===== config.mk =====
export PLATFORM = sky130hd
export DESIGN_NAME = imem_port_arbiter
export DESIGN_NICKNAME = d
export VERILOG_FILES = /design/src/rtl/imem_port_arbiter.sv
export SDC_FILE = /design/constraint.sdc
export NUM_CORES = 1
export LEC_CHECK = 0
export ABC_AREA = 1
export CELL_PAD_IN_SITES_DETAIL_PLACEMENT = 0
export CELL_PAD_IN_SITES_GLOBAL_PLACEMENT = 1
export CORE_UTILIZATION = 28
export CTS_BUF_LIST = sky130_fd_sc_hd__clkbuf_8 sky130_fd_sc_hd__clkbuf_16
export CTS_CLUSTER_DIAMETER = 50
export DETAILED_ROUTE_END_ITERATION = 10
export PLACE_DENSITY_LB_ADDON = 0.1
export RECOVER_POWER = 50
export SYNTH_ARGS = -nofsm -noshare
export SYNTH_HDL_FRONTEND = slang
export SYNTH_SLANG_ARGS = --single-unit

===== constraint.sdc =====
create_clock -name clk -period 3.6 [get_ports clk]
set_input_delay 0.36 -clock clk [delete_from_list [all_inputs] [get_ports clk]]
set_output_delay 0.36 -clock clk [all_outputs]
set_load 0.05 [all_outputs]

===== src/rtl/imem_port_arbiter.sv =====
// imem_port_arbiter: shares a single-port instruction memory between the fetch
// unit (read-only) and the loader/debug port (read/write). The loader has fixed
// priority, bounded by a MAX_BURST starvation limit. l_lock gives the loader
// exclusive ownership.
// Optional feature macro: IMEM_ARB_PERF_EN adds the conflict_cnt port and counter.
// rst is active-low and asserts asynchronously. Its release is expected to be
// synchronous to clk.
module imem_port_arbiter #(
    parameter int unsigned DW        = 32,
    parameter int unsigned AW        = 5,
    parameter int unsigned MAX_BURST = 4
) (
    input  logic          clk,
    input  logic          rst,
    // fetch port
    input  logic          f_req,
    input  logic [AW-1:0] f_addr,
    output logic          f_gnt,
    output logic          f_rvalid,
    output logic [DW-1:0] f_rdata,
    // loader port
    input  logic          l_req,
    input  logic          l_we,
    input  logic          l_lock,
    input  logic [AW-1:0] l_addr,
    input  logic [DW-1:0] l_wdata,
    output logic          l_gnt,
    output logic          l_rvalid,
    output logic [DW-1:0] l_rdata,
    // memory side
    output logic [AW-1:0] mem_addr,
    output logic [DW-1:0] mem_data_in,
    output logic          mem_wr,
    output logic          mem_rd,
    input  logic [DW-1:0] mem_data_out
`ifdef IMEM_ARB_PERF_EN
    ,
    output logic [15:0]   conflict_cnt
`endif
);

    localparam int unsigned BW = $clog2(MAX_BURST + 1);

    typedef enum logic [1:0] {
        S_IDLE  = 2'd0,
        S_FETCH = 2'd1,
        S_LOAD  = 2'd2,
        S_LOCK  = 2'd3
    } state_t;

    state_t          state_q, state_d;
    logic [BW-1:0]   burst_cnt_q, burst_cnt_d;
    logic            f_rvalid_q, f_rvalid_d;
    logic [DW-1:0]   f_rdata_q, f_rdata_d;
    logic            l_rvalid_q, l_rvalid_d;
    logic [DW-1:0]   l_rdata_q, l_rdata_d;

    logic            burst_full;
    logic            fetch_blocked;

    // Grant decision. The loader wins unless the fetch has waited MAX_BURST
    // contended cycles and no lock is held. No grant is issued while in reset.
    always_comb begin
        f_gnt         = 1'b0;
        l_gnt         = 1'b0;
        burst_full    = (burst_cnt_q == BW'(MAX_BURST));
        // A held lock excludes fetch. The S_LOCK term keeps the loader on while
        // the burst budget remains, which matches plain loader priority.
        fetch_blocked = l_req && (l_lock || ((state_q == S_LOCK) && !burst_full));
        if (rst) begin
            if (l_req && (fetch_blocked || !f_req || !burst_full)) begin
                l_gnt = 1'b1;
            end else if (f_req) begin
                f_gnt = 1'b1;
            end
        end
    end

    // Memory drive from the current owner. Idle cycles drive zeros.
    always_comb begin
        mem_addr    = '0;
        mem_data_in = '0;
        mem_wr      = 1'b0;
        mem_rd      = 1'b0;
        if (f_gnt) begin
            mem_addr = f_addr;
            mem_rd   = 1'b1;
        end else if (l_gnt) begin
            mem_addr    = l_addr;
            mem_data_in = l_wdata;
            mem_wr      = l_we;
            mem_rd      = !l_we;
        end
    end

    // Next owner state, starvation counter and read-return capture.
    always_comb begin
        state_d     = S_IDLE;
        burst_cnt_d = burst_cnt_q;
        f_rvalid_d  = 1'b0;
        f_rdata_d   = f_rdata_q;
        l_rvalid_d  = 1'b0;
        l_rdata_d   = l_rdata_q;

        if (f_gnt) begin
            state_d = S_FETCH;
        end else if (l_gnt && l_lock) begin
            state_d = S_LOCK;
        end else if (l_gnt) begin
            state_d = S_LOAD;
        end

        // The count also runs during a lock, so the first contended cycle
        // after a long lock goes to fetch.
        if (!f_req || f_gnt) begin
            burst_cnt_d = '0;
        end else if (l_gnt && !burst_full) begin
            burst_cnt_d = burst_cnt_q + BW'(1);
        end

        if (f_gnt) begin
            f_rvalid_d = 1'b1;
            f_rdata_d  = mem_data_out;
        end
        if (l_gnt && !l_we) begin
            l_rvalid_d = 1'b1;
            l_rdata_d  = mem_data_out;
        end
    end

    // State and response registers.
    always_ff @(posedge clk or negedge rst) begin
        if (!rst) begin
            state_q     <= S_IDLE;
            burst_cnt_q <= '0;
            f_rvalid_q  <= 1'b0;
            f_rdata_q   <= '0;
            l_rvalid_q  <= 1'b0;
            l_rdata_q   <= '0;
        end else begin
            state_q     <= state_d;
            burst_cnt_q <= burst_cnt_d;
            f_rvalid_q  <= f_rvalid_d;
            f_rdata_q   <= f_rdata_d;
            l_rvalid_q  <= l_rvalid_d;
            l_rdata_q   <= l_rdata_d;
        end
    end

    assign f_rvalid = f_rvalid_q;
    assign f_rdata  = f_rdata_q;
    assign l_rvalid = l_rvalid_q;
    assign l_rdata  = l_rdata_q;

`ifdef IMEM_ARB_PERF_EN
    logic [15:0] conflict_cnt_q, conflict_cnt_d;

    // Saturating count of cycles where both ports request.
    always_comb begin
        conflict_cnt_d = conflict_cnt_q;
        if (f_req && l_req && (conflict_cnt_q != 16'hFFFF)) begin
            conflict_cnt_d = conflict_cnt_q + 16'd1;
        end
    end

    // Contention counter register.
    always_ff @(posedge clk or negedge rst) begin
        if (!rst) begin
            conflict_cnt_q <= '0;
        end else begin
            conflict_cnt_q <= conflict_cnt_d;
        end
    end

    assign conflict_cnt = conflict_cnt_q;
`endif

endmodule


==> metrics list <==
- Adder and majority gate portion of the synthesized area: 0.00773
- The number of setup buffers added after CTS is 0.
* Number of different library cells in the post-synthesis netlist: 19
- After the last flow step, the layout net total stands at between 600 and 700.
- Total number of yosys warnings: 0
* Setup WS post-layout: around 0.7 ns
* Pin slew with the least headroom to its limit: 2.64 ns
* Core Util, Final: 0.529
- For this design the static power due to leakage is between 2 and 3 nW.
- Worst slack at placement: between 0.9 and 1 ns
- STA classifies the critical path startpoint as a flip-flop.
- Of the total synthesized cell area, the portion taken by AND, OR, NAND and NOR gates is 0.355.
- Class of the most critical hold timing path: primary input to asynchronous set/reset pin
* Area taken by multi-input logic gates: around 1200 sq um
- The floorplan step defined a core boundary enclosing 11000 sq um.
- Once detail routing completed, the nets flagged for antenna violations numbered 0.
- Average detailed-routed wire length per instance: 14.9 um
* Worst clock skew on the final layout: 0.00830 ns
- Endpoints failing setup: 0
- Number of buffers added on ports: ~190
- Sum of net half-perimeters after detailed placement: about 7700 um
- CTS H-Tree Depth: 3
- Number of global-route vias before repair: 3193
- No sink is reached through more buffers than the 2 on the longest clock path.
* Count of pins on the block boundary: 187
- In the post-synthesis netlist, the biggest area contributors are dfrtp_1 53%, nand2_1 19%, nand4_1 6.4%, inv_1 4.6%, nor2_1 4.4%.
- Synthesis inferred 69 register bits.
* Global-route congestion overflow total: 0
- The floorplan has 38 rows.
- The number of antenna violations at the first check in global routing is 0.
- Of the available clock period, the critical path in the final layout requires 0.806.
- For the worst setup path, the data required time is 3.24 ns.
- The run finished, with violations left.
- Synthesized area: 3240 sq um
* CTS Hold Bufs: 0
- Of the total synthesized cell area, the portion taken by XOR and XNOR cells is 0.00271.
* Number of max-cap violations: 2
- Adding up every negative setup slack in the final design gives 0 ns.
- For this run, the register share of the synthesized area comes to 0.533.
* RSZ-0062 raised after global routing: false
- Type of the worst setup path: flip-flop to output port
* Final Slew Violations: 91
- Routability Congestion: roughly 0.76
- Final Hold Fails: 0
- Number of enable-type register cells in the synthesized netlist: 0
* Number of gates resized after cts: 0
- IR analysis of the VDD net gives a maximum drop of 0.000232 V.
- In the final layout, flip-flops and latches occupy 1730 sq um.
- In this run the vertical extent of the chip is ~110 um.
* Die outline width: about 110 um
- In the global route stage, overall resource usage came out at 0.185.
- The repair_antennas step left the layout with diodes totalling 0.
- Worst r2r src: burst_cnt_q[0]
- The first global-routing pass estimated 16700 um of wire.
* Total Die Area: 12000 sq um
* Post-route non-filler standard cell count: ~730
- Placed cells: 716
- TritonCTS built the clock tree.
- Measured against the total synthesized area, the mux share comes to 0.
- Growth of design area from synthesis to finish: 80.4%
- Headroom to the max-slew limit came out at -0.763.
* Largest family of logic cells by synthesized area: simple AND/OR/NAND/NOR gates
- Using the TritonRoute via totals, the vias-per-cell ratio works out to 4.42.
* Clock transition at path regs: around 0.060 ns
- Synthesized netlist cell count: 405
- Starting density of the core: 0.293
- Hold is met by 0.291 ns.
* CTS sink count: 69
- Dominant register cell in the synthesized netlist: dfrtp_1
- Net count after synthesis: 487
- Total wire length after detailed routing: 10900 um
- Pwr/cell area: 501 nW/um^2
- The share of synthesized area in the top cell type comes to 0.533.
- Shortest clock period the worst path allows after layout: 2.90 ns
- Of the cells placed in the final design, the portion with a size suffix greater than 1 is 0.149.
- For this block, the initial DRC count from the detailed router was 142.
* Count of TritonRoute iterations in the first routing pass: 4
- Worst setup startpoint: burst_cnt_q[0]
* Top achievable clock speed: 345 MHz
- The final reports fail on capacitance limit, slew limit.
- Entering global routing, the biggest net connects 57 pins.
- The complex-gate fraction of the synthesized area came to 0.00232.
- Data on the critical path arrives at its endpoint at roughly 2.5 ns.
- In this run the worst path has a maximum fanout of 6.
* Biggest area consumer among synthesized cells: dfrtp_1
* Async SR Flop Fraction: 1.00
- In this run, CTS created clock tree buffers numbering 9.
* Drc violations: 0
* Post-Synthesis Mean Instance Area: about 8.0 sq um
- The later pin in the worst-skew pair is clocked with a latency of 0.33 ns.
* Crit end category: output port
- Total of fill cells in the finished design: 1075
* Clock tree root buffer cell: clkbuf_16
- The routed layout has around 3200 vias.
cells in the mapped netlist (2+ instances only):
| cell type | n |
|---|---|
| clkbuf_1 | 7 |
| buf_12 | 2 |
| ha_1 | 2 |
| buf_2 | 13 |
| nand2_1 | 165 |
| nand4_1 | 33 |
| nor2_1 | 38 |
| inv_1 | 40 |
| nand2_4 | 2 |
| inv_2 | 5 |
| nand2_2 | 21 |
| dfrtp_1 | 69 |
| nand3_1 | 2 |
metrics by stage:
stage / total power (W) / area [sq um]
2_1_floorplan: 0.00161 / 3240
3_3_place_gp: 0.00209 / 5570
3_5_place_dp: 0.00210 / 5570
4_1_cts: 0.00297 / 5860
5_1_grt: 0.00307 / 5840
6_report: 0.00292 / 5840
layout by cell type, fill, tap and decap left out, types with 3 or more instances in the layout:
cell	instances
buf_12	39
dfrtp_1	69
clkbuf_1	3
clkbuf_16	9
buf_4	7
nand2_2	20
inv_2	4
dlygate4sd3_1	17
nor2_1	38
inv_1	40
nand4_1	33
clkdlybuf4s50_1	128
nand2_1	167
worst max-delay path, stage by stage (launching register included):
cell and delay [ns]:
dfrtp_1 0.39, inv_1 0.06, ha_1 0.19, nand2_1 0.10
clkinv_1 0.08, nand2_1 0.09, nand2_1 0.10, nor2_1 0.31
clkdlybuf4s50_1 0.90
state kept, by name, summed over array words and instances, names as in the netlist:
register	count
burst_cnt_q	3
f_rdata	32
f_rvalid	1
l_rdata	32
l_rvalid	1
layer usage:
metal / share of wire / track usage
met4: 0.015 / 0.0648
met3: 0.10 / 0.0616
met5: 0 / 0
met1: 0.41 / 0.224
met2: 0.47 / 0.305
cells by family after synthesis:
group | after synthesis
AND/OR/NAND/NOR | 263
buffers and inverters | 69
flip-flops | 69
adder cells (fa/ha/maj) | 2
AO/OA/AOI/OAI | 1
XOR/XNOR | 1
layout make-up:
cell class	instances	share of cell area
Multi-Input combinational cell	267	0.202
Clock buffer	9	0.0386
Inverter	46	0.0296
Tap cell	140	0.0300
Sequential cell	69	0.296
Timing Repair Buffer	194	0.393
Clock inverter	6	0.0109
final timing paths:
path | depth (start not counted) | slack (ns) | endpoint
worst max-delay path | 8 | 0.70 | l_gnt
max in group asynchronous | 2 | 0.97 | l_rdata[31]
worst min-delay path | 2 | 0.29 | f_rdata[30]
min in group clk | 2 | 0.47 | f_rdata[30]
worst min register to register | 2 | 0.47 | f_rdata[30]
worst max register to register | 9 | 1.10 | l_rdata[29]
where the power goes:
group / total, W / switching, W / internal, W
Combinational: 0.00111 / 0.000714 / 0.000391
Sequential: 0.000956 / 0.0000636 / 0.000893
Clock: 0.000863 / 0.000332 / 0.000532
Total: 0.00292 / 0.00111 / 0.00182
No activity file was read; power rests on OpenSTA's default activity.
